==> src/rtl/knock_retard_if.sv <==
// Knock retard control bus: knock sensor and tick inputs, retard and diagnostics outputs.
interface knock_retard_if #(
  parameter int unsigned RW    = 6,
  parameter int unsigned CNT_W = 16
);
  logic             knock_detected;
  logic             cycle_tick;
  logic             clear_count;
  logic [RW-1:0]    retard_deg;
  logic             knock_event;
  logic [CNT_W-1:0] knock_count;
  logic             retard_active;
  logic             at_max;

  modport master (
    output knock_detected, cycle_tick, clear_count,
    input  retard_deg, knock_event, knock_count, retard_active, at_max
  );

  modport slave (
    input  knock_detected, cycle_tick, clear_count,
    output retard_deg, knock_event, knock_count, retard_active, at_max
  );
endinterface

==> src/rtl/knock_retard_ctrl.sv <==
// Confirms knocks per combustion window, steps ignition retard up on each confirmed
// knock and walks it back down after a quiet hold period.
module knock_retard_ctrl #(
  parameter int unsigned RW               = 6,
  parameter int unsigned MAX_RETARD       = 20,
  parameter int unsigned RETARD_STEP      = 2,
  parameter int unsigned RECOVER_STEP     = 1,
  parameter int unsigned MIN_KNOCK_CLKS   = 4,
  parameter int unsigned HOLD_CYCLES      = 8,
  parameter int unsigned RECOVER_INTERVAL = 4,
  parameter int unsigned CNT_W            = 16
) (
  input logic            clk,
  input logic            reset,
  knock_retard_if.slave  kr
);

  localparam int unsigned WW = 8;
  localparam int unsigned QW = 16;

  typedef enum logic [1:0] {S_NORMAL, S_HOLD, S_RECOVER} state_e;

  state_e           state_q, state_d;
  logic [WW-1:0]    win_cnt_q, win_cnt_d;
  logic [QW-1:0]    quiet_q, quiet_d;
  logic [RW-1:0]    retard_q, retard_d;
  logic [CNT_W-1:0] count_q, count_d;
  logic             event_q, event_d;
  logic             active_q, active_d;
  logic             at_max_q, at_max_d;

  logic [WW:0]      win_sum;
  logic             confirmed;
  logic [RW:0]      retard_up;
  logic [RW-1:0]    retard_dn;
  logic [QW-1:0]    quiet_inc;
  logic [CNT_W-1:0] count_base;

  always_ff @(posedge clk or negedge reset) begin
    if (!reset) begin
      state_q   <= S_NORMAL;
      win_cnt_q <= '0;
      quiet_q   <= '0;
      retard_q  <= '0;
      count_q   <= '0;
      event_q   <= 1'b0;
      active_q  <= 1'b0;
      at_max_q  <= 1'b0;
    end else begin
      state_q   <= state_d;
      win_cnt_q <= win_cnt_d;
      quiet_q   <= quiet_d;
      retard_q  <= retard_d;
      count_q   <= count_d;
      event_q   <= event_d;
      active_q  <= active_d;
      at_max_q  <= at_max_d;
    end
  end

  // The sample taken on the tick clock still belongs to the closing window.
  always_comb begin
    win_sum    = {1'b0, win_cnt_q} + (WW+1)'(kr.knock_detected);
    confirmed  = kr.cycle_tick && (win_sum >= (WW+1)'(MIN_KNOCK_CLKS));
    retard_up  = {1'b0, retard_q} + (RW+1)'(RETARD_STEP);
    retard_dn  = (retard_q > RW'(RECOVER_STEP)) ? (retard_q - RW'(RECOVER_STEP)) : '0;
    quiet_inc  = quiet_q + QW'(1);
    count_base = kr.clear_count ? '0 : count_q;
  end

  always_comb begin
    state_d   = state_q;
    win_cnt_d = win_cnt_q;
    quiet_d   = quiet_q;
    retard_d  = retard_q;
    count_d   = count_base;
    event_d   = 1'b0;

    if (kr.cycle_tick) begin
      win_cnt_d = '0;
    end else if (kr.knock_detected && (win_cnt_q != '1)) begin
      win_cnt_d = win_cnt_q + WW'(1);
    end

    if (confirmed) begin
      retard_d = (retard_up > (RW+1)'(MAX_RETARD)) ? RW'(MAX_RETARD) : retard_up[RW-1:0];
      state_d  = S_HOLD;
      quiet_d  = '0;
      event_d  = 1'b1;
      if (count_base != '1) count_d = count_base + CNT_W'(1);
    end else if (kr.cycle_tick) begin
      case (state_q)
        S_HOLD: begin
          if (quiet_inc == QW'(HOLD_CYCLES)) begin
            state_d = S_RECOVER;
            quiet_d = '0;
          end else begin
            quiet_d = quiet_inc;
          end
        end
        S_RECOVER: begin
          if (quiet_inc == QW'(RECOVER_INTERVAL)) begin
            retard_d = retard_dn;
            quiet_d  = '0;
            if (retard_dn == '0) state_d = S_NORMAL;
          end else begin
            quiet_d = quiet_inc;
          end
        end
        default: ;
      endcase
    end

    active_d = (state_d != S_NORMAL);
    at_max_d = (retard_d == RW'(MAX_RETARD));
  end

  assign kr.retard_deg    = retard_q;
  assign kr.knock_event   = event_q;
  assign kr.knock_count   = count_q;
  assign kr.retard_active = active_q;
  assign kr.at_max        = at_max_q;

endmodule

==> src/flat_wrapper.sv <==
// flat-port wrapper written by rule: the top's interface ports become plain ports
module knock_retard_ctrl_flat 
#(
  parameter int unsigned RW               = 6,
  parameter int unsigned MAX_RETARD       = 20,
  parameter int unsigned RETARD_STEP      = 2,
  parameter int unsigned RECOVER_STEP     = 1,
  parameter int unsigned MIN_KNOCK_CLKS   = 4,
  parameter int unsigned HOLD_CYCLES      = 8,
  parameter int unsigned RECOVER_INTERVAL = 4,
  parameter int unsigned CNT_W            = 16
)
  (clk, reset, kr_knock_detected, kr_cycle_tick, kr_clear_count, kr_retard_deg, kr_knock_event, kr_knock_count, kr_retard_active, kr_at_max);
  knock_retard_if #(.RW(RW), .CNT_W(CNT_W)) kr_i ();
  input logic clk;
  input logic reset;
  input wire logic [$bits(kr_i.knock_detected)-1:0] kr_knock_detected;
  input wire logic [$bits(kr_i.cycle_tick)-1:0] kr_cycle_tick;
  input wire logic [$bits(kr_i.clear_count)-1:0] kr_clear_count;
  output wire logic [$bits(kr_i.retard_deg)-1:0] kr_retard_deg;
  output wire logic [$bits(kr_i.knock_event)-1:0] kr_knock_event;
  output wire logic [$bits(kr_i.knock_count)-1:0] kr_knock_count;
  output wire logic [$bits(kr_i.retard_active)-1:0] kr_retard_active;
  output wire logic [$bits(kr_i.at_max)-1:0] kr_at_max;
  assign kr_i.knock_detected = kr_knock_detected;
  assign kr_i.cycle_tick = kr_cycle_tick;
  assign kr_i.clear_count = kr_clear_count;
  assign kr_retard_deg = kr_i.retard_deg;
  assign kr_knock_event = kr_i.knock_event;
  assign kr_knock_count = kr_i.knock_count;
  assign kr_retard_active = kr_i.retard_active;
  assign kr_at_max = kr_i.at_max;
  knock_retard_ctrl #(.RW(RW), .MAX_RETARD(MAX_RETARD), .RETARD_STEP(RETARD_STEP), .RECOVER_STEP(RECOVER_STEP), .MIN_KNOCK_CLKS(MIN_KNOCK_CLKS), .HOLD_CYCLES(HOLD_CYCLES), .RECOVER_INTERVAL(RECOVER_INTERVAL), .CNT_W(CNT_W)) u_core (.clk(clk), .reset(reset), .kr(kr_i));
endmodule
==> config.mk <==
export PLATFORM = sky130hd
export DESIGN_NAME = knock_retard_ctrl_flat
export DESIGN_NICKNAME = d
export VERILOG_FILES = /design/src/rtl/knock_retard_if.sv /design/src/rtl/knock_retard_ctrl.sv /design/src/flat_wrapper.sv
export SDC_FILE = /design/constraint.sdc
export NUM_CORES = 1
export LEC_CHECK = 0
export CAP_MARGIN = 10
export CORE_MARGIN = 1.5
export CORE_UTILIZATION = 53
export CTS_CLUSTER_DIAMETER = 100
export DETAILED_ROUTE_END_ITERATION = 10
export GPL_TIMING_DRIVEN = 0
export PLACE_DENSITY = 0.84
export SYNTH_ARGS = -nofsm -noshare
export SYNTH_HDL_FRONTEND = slang
export SYNTH_SLANG_ARGS = --single-unit
export TNS_END_PERCENT = 5
==> constraint.sdc <==
create_clock -name clk -period 3.2 [get_ports clk]
set_input_delay 0.32 -clock clk [delete_from_list [all_inputs] [get_ports clk]]
set_output_delay 0.32 -clock clk [all_outputs]
set_load 0.1 [all_outputs]
==> results of run 1 <==
-- per-layer routing --
layer	global-route usage [%]	wire, um	share of wire (%)	up-vias
li1	-	-	-	1476
met1	30.0	3420	44	1432
met2	36.2	3810	50	100
met3	3.28	379	4.9	7
met4	5.30	72	0.94	0
met5	0	0	0	-
-- synth_stat cells, types with 2 or more instances --
library cell / number / area share, %
buf_4: 5 / 1.1
o31ai_1: 7 / 1.6
nor4_1: 5 / 0.93
nand2b_1: 6 / 1.1
nand3_1: 16 / 2.4
buf_2: 8 / 1.2
xor2_1: 13 / 3.4
nor2b_1: 9 / 1.7
nor3_1: 11 / 1.6
nor2_1: 37 / 4.1
inv_1: 16 / 1.8
clkbuf_1: 7 / 0.78
a21oi_1: 15 / 2.2
mux2i_1: 2 / 0.59
or2_2: 4 / 0.74
nand4_1: 13 / 2.4
and4_1: 2 / 0.52
clkbuf_2: 4 / 0.59
o41ai_1: 2 / 0.52
o211ai_1: 3 / 0.67
nand2_1: 29 / 3.2
or3_1: 6 / 1.1
o21ai_0: 31 / 4.6
mux2_2: 2 / 0.67
or4_1: 3 / 0.67
nor3b_1: 2 / 0.44
a31oi_1: 8 / 1.5
dfrtp_1: 51 / 38
and2_1: 5 / 0.93
a211o_1: 2 / 0.52
ha_1: 14 / 5.2
xnor2_1: 12 / 3.1
and3_1: 9 / 1.7
-- final cells by class --
class / instances / area (um^2) / share of cell area (%)
multi-input cells: 296 / 1970 / 49.5
flip-flops and latches: 51 / 1280 / 32.1
repair buffers: 36 / 353 / 8.85
plain buffers: 25 / 136 / 3.42
well taps: 75 / 93.8 / 2.35
clock buffers: 5 / 68.8 / 1.73
inverters: 16 / 60.1 / 1.51
clock inverters: 3 / 23.8 / 0.597
-- worst reg2reg max path, stage by stage (launching register included) --
cell and delay (ns):
dfrtp_1 0.47, buf_2 0.24, nand4_1 0.18, nor4_2 0.34
xor2_1 0.21, nand4b_1 0.32, or2_1 0.26, buf_2 0.16
or4_1 0.47, a32oi_1 0.25, and4b_1 0.22
-- kinds of logic (layout without fill, tap and decap cells) --
logic type      Yosys count  after routing  share of synthesized area, %
compound gates           83             83                          15.7
buf+inv                  41             85                          5.78
fa+ha+maj                14             14                          5.18
mux                       5              5                          1.93
simple gates            169            169                          27.1
flops                    51             51                          37.8
xor+xnor                 25             25                          6.48
-- flip-flops by register name (all words and copies together) (netlist names) --
signal / count
u_core.kr.knock_count: 16
u_core.quiet_q: 16
u_core.state_q: 2
u_core.kr.knock_event: 1
u_core.kr.at_max: 1
u_core.kr.retard_active: 1
u_core.kr.retard_deg: 6
u_core.win_cnt_q: 8
-- power breakdown --
part | leakage, uW | internal [uW] | switching (uW)
logic | 0.00100 | 269 | 554
registers | 0.000694 | 697 | 52.1
clock network | 0.0000408 | 157 | 236
total | 0.00174 | 1120 | 842
-- layout by cell type, fill, tap and decap left out, types with 13 or more instances in the layout --
master            n
o21ai_0          31
nand2_1          29
xor2_1           13
inv_1            16
ha_1             14
nor2_1           37
clkdlybuf4s50_1  28
nand3_1          16
a21oi_1          13
dfrtp_1          50
nand4_1          13
-- metrics by stage --
step | instance area (um^2) | setup slack (ns) | TNS [ns] | util [%]
finish | 3990 | 0.0217 | 0 | 66.1
global route | 3990 | -0.111 | -0.162 | 66.1
CTS | 3910 | 0.0118 | 0 | 64.8
detailed placement | 3780 | -0.347 | -4.88 | 62.7
global placement | 3760 | -0.319 | -4.18 | 62.5
floorplan | 3380 | 0.151 | 0 | -
-- worst paths after layout --
| kind | startpoint | to | slack (ns) | depth (start not counted) |
|---|---|---|---|---|
| setup / recovery | u_core.quiet_q[2] | u_core.kr.at_max | 0.02 | 10 |
| hold / removal | reset | u_core.quiet_q[4] | 0.41 | 2 |
| setup reg to reg | u_core.quiet_q[2] | u_core.kr.at_max | 0.02 | 10 |
| hold reg to reg | u_core.quiet_q[15] | u_core.quiet_q[15] | 0.54 | 1 |
| max in group asynchronous | reset | u_core.win_cnt_q[4] | 2.29 | 3 |
| min in group clk | u_core.quiet_q[15] | u_core.quiet_q[15] | 0.54 | 1 |
-- repair_timing --
item,CTS,global route
hold endpoints to repair,10,0
hold buffers,1,0
resized for setup,4,9
endpoints found under the setup margin,16,16
setup buffers,1,4
pin swaps,1,3
==> metrics.md, run 1 <==
| Metric | Value |
|---|---|
| Critical path buffers and inverters | `2` |
| WHS | `0.410 ns` |
| Inst Count DP | `493` |
| PwrDens | `493 nW/um^2` |
| Routed len/inst | `15.1 um` |
| Synthesized area | `3380 um^2` |
| Syn Area/Cell | `8.71 um^2` |
| Clock root buffer | `clkbuf_8` |
| CP Cell Sequence | `buf_2 > nand4_1 > nor4_2 > xor2_1 > nand4b_1 > or2_1 > buf_2 > or4_1 > a32oi_1 > and4b_1` |
| Min-delay worst type | `input pin to asynchronous set/reset pin` |
| Sequential fraction of the synthesis area | `37.8%` |
| Worst Setup End Kind | `register` |
| Drt first-iter violations | `193` |
| CTS Sinks | `51` |
| Worst EP required | `3.45 ns` |
| Slowest-stage cell, CP | `dfrtp_1` |
| Die Ht | `82.9 um` |
| GRT Overall Usage | `21.8%` |
| Syn nets | `407` |
| Number of fill cells in the layout | `480` |
| Vias per std cell | `5.95` |
| Yosys warning count | `0` |
| Final cell count without fillers | `507` |
| Global-route wire length before repair | `12.6 mm` |
| Number of synthesized flops with an enable pin | `0` |
| GRT Residual Overflow | `0` |
| Pin count of the biggest net entering global routing | `42` |
| Routed via count | `3015` |
| Max transition margin | `34.7%` |
| Ports | `30` |
| PortBufs | `29` |
| Slew at the pin with the worst max-slew slack | `0.977 ns` |
| Number of synthesized register bits | `51` |
| Unique masters post-synth | `62` |
| Clk Latency, worst-skew pair | `0.32 ns` |
| Effective utilization at floorplan | `56.1%` |
| Die W | `82.9 um` |
| Core area | `6030 um^2` |
| Worst-path clk slew | `0.11 ns` |
| Drt drc | `0` |
| H-tree depth | `2` |
| Fin nets | `450` |
| Leakage | `0.00174 uW` |
| Top FF cell, synth | `dfrtp_1` |
| Num CTS Buffers | `5` |
| CP most frequent cell | `buf_2` |
| Routability Congestion | `0.894` |
| Worst clock skew | `0.0158 ns` |
| Initial antenna violation count | `0` |
| Largest stage delay, worst path | `0.47 ns` |
| Area delta synth->final | `17.9%` |
| Final hold violation count | `0` |
| Fmax | `315 MHz` |
| Period utilisation layout | `99.3%` |
| CP Launch Type | `register` |
| Final setup fails | `0` |
| Vias in the first global route | `2789` |
| Final min period | `3.18 ns` |
| First-pass DRT Iterations | `5` |
| Peak VDD IR | `0.000519 V` |
| Total power | `1960 uW` |
| CTS tree | `yes` |
| Fraction of registers with async set or reset after synthesis | `100%` |
| CP Max Fanout | `10` |
| Diode count | `0` |
| Fin. max-slew vios | `0` |
| Post-route ant nets | `0` |
| Share of cells above drive strength 1 | `13.4%` |
| Cell Rows | `28` |
| Synth Instances | `388` |
| CTS max path bufs | `2` |
| WL final | `7.68 mm` |
| WP data arrival | `3.43 ns` |
| Kind of critical path | `register to register` |
| RSZ-0062 raised after global routing | `true` |
| Max-cap viol count | `0` |
| CP delay by family, top | `simple AND/OR/NAND/NOR gates` |
| Post-DP HPWL | `5.28 mm` |
| Die Area | `6860 um^2` |
| Outcome | `complete, no violations` |
Note: power is estimated with default switching activity, not from simulation.
==> inputs of run 2 (changes only) <==
SETUP_SLACK_MARGIN = 0.2   (was not set)
==> metrics.md, run 2 (synthesis results as in run 1) <==
| Metric | Value |
|---|---|
| Outcome | `complete, no violations` |
| Initial antenna violation count | `0 (unchanged)` |
| Critical path buffers and inverters | `3 (+1)` |
| Worst-path clk slew | `0.10 ns (about the same)` |
| Most common cell after layout, fill and taps aside | `dfrtp_1` |
| Area delta synth->final | `23.3%` |
| Effective utilization at floorplan | `56.1% (unchanged)` |
| Setup WS pre-CTS | `-0.274 ns (+0.0723 ns)` |
| WP data arrival | `3.28 ns (-0.15 ns)` |
| Vias per std cell | `6.11 (+2.7%)` |
| Worst r2r src | `u_core.quiet_q[1]` |
| H-tree depth | `2 (unchanged)` |
| CTS max path bufs | `2 (unchanged)` |
| Clk Latency, worst-skew pair | `0.30 ns (-0.02 ns)` |
| Period utilisation layout | `94.9% (-4.4 points)` |
| Min-delay worst type | `input pin to asynchronous set/reset pin` |
| Drt first-iter violations | `177 (-8.3%)` |
| Leakage | `0.00183 uW (+5.2%)` |
| CP Launch Type | `register` |
| Routability Congestion | `0.890 (-0.48%)` |
| Fin nets | `460 (+2.2%)` |
| Peak VDD IR | `0.000662 V (+28%)` |
| CTS Sinks | `51 (unchanged)` |
| Core area | `6030 um^2 (unchanged)` |
| Final min period | `3.04 ns (-0.141 ns)` |
| Routed via count | `3157 (+4.7%)` |
| Pin count of the biggest net entering global routing | `42 (unchanged)` |
| Inst Count DP | `493 (unchanged)` |
| Post-DP HPWL | `5.22 mm (-1.2%)` |
| Worst Setup End Kind | `register` |
| Max transition margin | `35.3% (+0.60 points)` |
| Drt drc | `0 (unchanged)` |
| Cell Rows | `28 (unchanged)` |
| Final setup fails | `0 (unchanged)` |
| Largest stage delay, worst path | `0.47 ns (about the same)` |
| Most frequent cells in the layout | `dfrtp_1 (48), nor2_1 (37), o21ai_0 (30)` |
| Fin worst setup slack | `0.163 ns (+0.141 ns)` |
| WL final | `7.76 mm (+1.0%)` |
| Slowest-stage cell, CP | `or4_4` |
| Routed len/inst | `15.0 um (-0.93%)` |
| WHS | `0.416 ns (+0.00525 ns)` |
| Worst clock skew | `0.0104 ns (-0.00536 ns)` |
| Worst EP required | `3.44 ns (about the same)` |
| Reg2reg end | `u_core.kr.at_max` |
| Die Area | `6860 um^2 (unchanged)` |
| First-pass DRT Iterations | `5 (unchanged)` |
| Final cell count without fillers | `517 (+2.0%)` |
| Share of cells above drive strength 1 | `17.4% (+4.0 points)` |
| RSZ-0062 raised after global routing | `true` |
| GRT Overall Usage | `22.0% (+0.20 points)` |
| PortBufs | `29 (unchanged)` |
| Max-cap viol count | `0 (unchanged)` |
| Post-route ant nets | `0 (unchanged)` |
| Kind of critical path | `register to register` |
| Reg2reg path depth | `12 (+2)` |
| Die Ht | `82.9 um (unchanged)` |
| Final hold violation count | `0 (unchanged)` |
| CP most frequent cell | `buf_6` |
| Ports | `30 (unchanged)` |
| Global-route wire length before repair | `12.8 mm (+1.5%)` |
| Setup slack, reg-to-reg | `0.16 ns (+0.14 ns)` |
| Vias in the first global route | `2875 (+3.1%)` |
| GRT Residual Overflow | `0 (unchanged)` |
| Clock root buffer | `clkbuf_8` |
| CP Cell Sequence | `ha_2 > buf_6 > nand4_4 > nor4_4 > or3_2 > a211o_1 > buf_6 > or2_4 > buf_8 > or4_4 > a32oi_2 > and4b_1` |
| Fin. max-slew vios | `0 (unchanged)` |
| Num CTS Buffers | `5 (unchanged)` |
| CTS tree | `yes` |
| Total power | `2180 uW (+11%)` |
| Slew at the pin with the worst max-slew slack | `0.968 ns (-0.00893 ns)` |
| Die W | `82.9 um (unchanged)` |
| PwrDens | `523 nW/um^2 (+6.2%)` |
| Fmax | `329 MHz (+4.7%)` |
| CP delay by family, top | `simple AND/OR/NAND/NOR gates` |
| CP Max Fanout | `5 (-5)` |
| Diode count | `0 (unchanged)` |
==> run 2: worst max path at each step <==
stage / startpoint / endpoint / slack (ns) / cells after the start
floorplan: u_core.quiet_q[1] / u_core.kr.at_max / 0.20 / 12
detailed placement: u_core.quiet_q[1] / u_core.quiet_q[3] / -0.27 / 12
global placement: u_core.quiet_q[1] / u_core.quiet_q[2] / -0.21 / 12
finish: u_core.quiet_q[1] / u_core.kr.at_max / 0.16 / 12
CTS: u_core.quiet_q[1] / u_core.kr.at_max / 0.10 / 12
global route: u_core.quiet_q[6] / u_core.kr.at_max / 0.02 / 9
==> run 2: layout make-up <==
cell class                      count  area, um^2
Clock buffer                        5        68.8
Sequential cell                    51        1280
Multi-Input combinational cell    296        2010
Inverter                           16        60.1
Clock inverter                      3        67.6
Tap cell                           75        93.8
Fill cell                         447        1860
Timing Repair Buffer               46         428
Buffer                             25         158
==> run 2: worst register-to-register path, cell delays in order (launching register included) <==
cell and delay, ns:
dfrtp_2 0.41, ha_2 0.18, buf_6 0.12, nand4_4 0.07, nor4_4 0.06, or3_2 0.43
a211o_1 0.29, buf_6 0.14, or2_4 0.23, buf_8 0.12, or4_4 0.47, a32oi_2 0.24
and4b_1 0.21
==> run 2: through the flow <==
step	TNS (ns)	instance area (um^2)	util (%)
after floorplan	0	3390	-
after global placement	-2.51	3770	62.6
after detailed placement	-3.47	3790	62.9
after CTS	0	4030	66.9
after global routing	0	4170	69.1
final	0	4170	69.1
==> run 2: timing repair <==
item	4_1_cts	5_1_grt
pin swaps	5	12
buffers inserted	5	10
gates resized for setup	12	18
hold buffers	1	0
hold endpoints to repair	10	0
setup endpoints to repair	20	22
==> run 2: per-layer routing <==
layer	wire [um]	global-route usage [%]	vias up
li1	-	-	1501
met1	3400	29.8	1540
met2	3890	36.1	108
met3	397	3.88	8
met4	70	6.36	0
met5	0	0	-
==> run 2: power by group <==
| group | switching (uW) | total, uW | internal (uW) |
|---|---|---|---|
| Sequential | 53.8 | 752 | 698 |
| Combinational | 576 | 895 | 319 |
| Clock | 222 | 534 | 312 |
| Total | 852 | 2180 | 1330 |
==> inputs of run 3 (changes only) <==
ABC_AREA = 1   (was not set)
CELL_PAD_IN_SITES_DETAIL_PLACEMENT = 0   (was not set)
CELL_PAD_IN_SITES_GLOBAL_PLACEMENT = 1   (was not set)
CORE_UTILIZATION = 38   (was 53)
HOLD_SLACK_MARGIN = 0.02   (was not set)
PLACE_DENSITY = 0.83   (was 0.84)
==> metrics.md, run 3 <==
| Metric | Value |
|---|---|
| Min-delay src | `kr_cycle_tick` |
| Final min period | `2.67 ns (-0.364 ns)` |
| Cell taking the most area after synthesis | `dfrtp_1` |
| Top post-synthesis cells by area | `dfrtp_1 (38%), nand2_1 (11%), inv_1 (8.5%)` |
| Worst Setup End Kind | `register` |
| Worst r2r src | `u_core.win_cnt_q[0]` |
| Syn nets | `480 (+18%)` |
| CP Max Fanout | `10 (+5)` |
| Setup WS pre-CTS | `0.211 ns (+0.485 ns)` |
| PortBufs | `27 (-6.9%)` |
| Worst EP required | `3.43 ns (about the same)` |
| Die W | `97.4 um (+18%)` |
| Worst-path clk slew | `0.09 ns (about the same)` |
| Min-delay worst type | `input pin to register` |
| Post-route ant nets | `0 (unchanged)` |
| Fraction of registers with async set or reset after synthesis | `100% (unchanged)` |
| Synth Instances | `461 (+19%)` |
| Cell Rows | `34 (+21%)` |
| Slew at the pin with the worst max-slew slack | `0.999 ns (+0.0314 ns)` |
| Commonest cells in the netlist | `nand2_1 (99), inv_1 (77), nor2_1 (56)` |
| Number of synthesized register bits | `51 (unchanged)` |
| H-tree depth | `2 (unchanged)` |
| Fin nets | `516 (+12%)` |
| Vias per std cell | `4.92 (-19%)` |
| Count leader, synth | `nand2_1` |
| Diode count | `0 (unchanged)` |
| Most frequent cells in the layout | `nand2_1 (99), inv_1 (77), nor2_1 (56)` |
| Share of cells above drive strength 1 | `8.25% (-9.2 points)` |
| Die Area | `9490 um^2 (+38%)` |
| First-pass DRT Iterations | `5 (unchanged)` |
| Max transition margin | `33.2% (-2.1 points)` |
| Outcome | `complete, no violations` |
| PostCTS Resize Cnt | `0 (-12)` |
| Final setup fails | `0 (unchanged)` |
| Yosys top cell area share | `37.7% (-0.098 points)` |
| Initial antenna violation count | `0 (unchanged)` |
| Sequential fraction of the synthesis area | `37.7% (-0.098 points)` |
| CP Launch Type | `input pin` |
| Clock root buffer | `clkbuf_8` |
| Number of synthesized flops with an enable pin | `0 (unchanged)` |
| Pin count of the biggest net entering global routing | `37 (-12%)` |
| Top FF cell, synth | `dfrtp_1` |
| Max-cap viol count | `0 (unchanged)` |
| Fmax | `374 MHz (+14%)` |
| Area delta synth->final | `15.8%` |
| Kind of critical path | `input pin to register` |
| Number of fill cells in the layout | `918 (+110%)` |
| Worst clock skew | `0.0106 ns (+0.000186 ns)` |
| WP data arrival | `2.90 ns (-0.38 ns)` |
| RSZ-0062 raised after global routing | `false` |
| Drt first-iter violations | `154 (-13%)` |
| Drt drc | `0 (unchanged)` |
| Fin worst setup slack | `0.527 ns (+0.364 ns)` |
| GRT Overall Usage | `17.4% (-4.6 points)` |
| Peak VDD IR | `0.000667 V (+0.77%)` |
| Final hold violation count | `0 (unchanged)` |
| WL final | `7.56 mm (-2.6%)` |
| Core area | `8680 um^2 (+44%)` |
| Most common cell after layout, fill and taps aside | `nand2_1` |
| Vias in the first global route | `2957 (+2.9%)` |
| Num CTS Buffers | `5 (unchanged)` |
| Syn Area/Cell | `7.35 um^2 (-16%)` |
| PwrDens | `625 nW/um^2 (+19%)` |
| Routed len/inst | `12.5 um (-17%)` |
| Post-DP HPWL | `5.81 mm (+11%)` |
| Crit path launch | `kr_knock_detected` |
| Fin. max-slew vios | `0 (unchanged)` |
| Effective utilization at floorplan | `39.0% (-17 points)` |
| CTS max path bufs | `2 (unchanged)` |
| WHS | `0.239 ns (-0.176 ns)` |
| Synthesized area | `3390 um^2 (+0.26%)` |
| Routability Congestion | `0.824 (-7.4%)` |
| Die Ht | `97.4 um (+18%)` |
| Period utilisation layout | `83.5% (-11 points)` |
| CTS tree | `yes` |
| Unique masters post-synth | `34 (-45%)` |
| Global-route wire length before repair | `13.7 mm (+6.7%)` |
| Ports | `30 (unchanged)` |
| Setup total negative slack | `0 ns (unchanged)` |
| Yosys warning count | `0 (unchanged)` |
| Routed via count | `2976 (-5.7%)` |
| CTS Sinks | `51 (unchanged)` |
| GRT Residual Overflow | `0 (unchanged)` |
| Clk Latency, worst-skew pair | `0.31 ns (about the same)` |
| Leakage | `0.00178 uW (-2.7%)` |
run 3: area by class of cell:
cell class | count | area, um^2 | share of cell area (%)
Clock inverter | 2 | 37.5 | 0.956
Buffer | 6 | 48.8 | 1.24
Timing Repair Buffer | 29 | 295 | 7.52
Sequential cell | 51 | 1280 | 32.5
Tap cell | 108 | 135 | 3.44
Inverter | 78 | 293 | 7.46
Clock buffer | 5 | 68.8 | 1.75
Multi-Input combinational cell | 326 | 1770 | 45.1
run 3: routing by layer:
metal,track usage [%],routed length [um],vias up
met3,2.52,222,7
met1,24.0,3760,1377
met2,28.5,3490,44
met5,0,0,-
met4,4.95,93,0
li1,-,-,1548
run 3: through the flow:
stage | utilization [%] | power (uW) | instance area (um^2) | std cells
floorplan | - | 1740 | 3390 | 461
global placement | 43.7 | 2000 | 3790 | 596
detailed placement | 43.9 | 2010 | 3810 | 597
CTS | 45.2 | 2470 | 3930 | 605
global route | 45.2 | 2650 | 3930 | 605
finish | 45.2 | 2450 | 3930 | 605
run 3: worst max-delay path: stages:
cell	delay, ns
clkdlybuf4s50_1	0.54
ha_1	0.19
ha_1	0.18
a21oi_1	0.05
nor4_1	0.16
nand2_1	0.10
nand2_1	0.26
inv_1	0.18
nor2_1	0.27
inv_1	0.13
clkbuf_1	0.29
o22ai_1	0.23
run 3: timing repair:
| action | in CTS | in global routing |
|---|---|---|
| buffers inserted | 0 | 0 |
| hold endpoints to repair | 15 | 0 |
| hold buffers | 1 | 0 |
run 3: path summary, 6_finish.rpt:
| path | to | slack [ns] | cells past startpoint |
|---|---|---|---|
| min in group asynchronous | u_core.quiet_q[3] | 0.48 | 2 |
| min | u_core.win_cnt_q[7] | 0.24 | 2 |
| min reg2reg | u_core.win_cnt_q[4] | 0.52 | 1 |
| max | u_core.quiet_q[9] | 0.53 | 12 |
| max reg2reg | u_core.quiet_q[9] | 0.67 | 11 |
| max in group asynchronous | u_core.state_q[1] | 2.19 | 3 |
run 3: kinds of logic after synthesis:
kind of cell / count (synthesis) / share of synthesized area, %
fa+ha+maj: 14 / 5.17
xor+xnor: 23 / 5.95
flops: 51 / 37.7
simple gates: 247 / 34.2
compound gates: 42 / 6.98
buf+inv: 84 / 10.1
run 3: where the power goes:
group | switching, uW | internal (uW)
Sequential | 124 | 743
Combinational | 794 | 335
Clock | 226 | 229
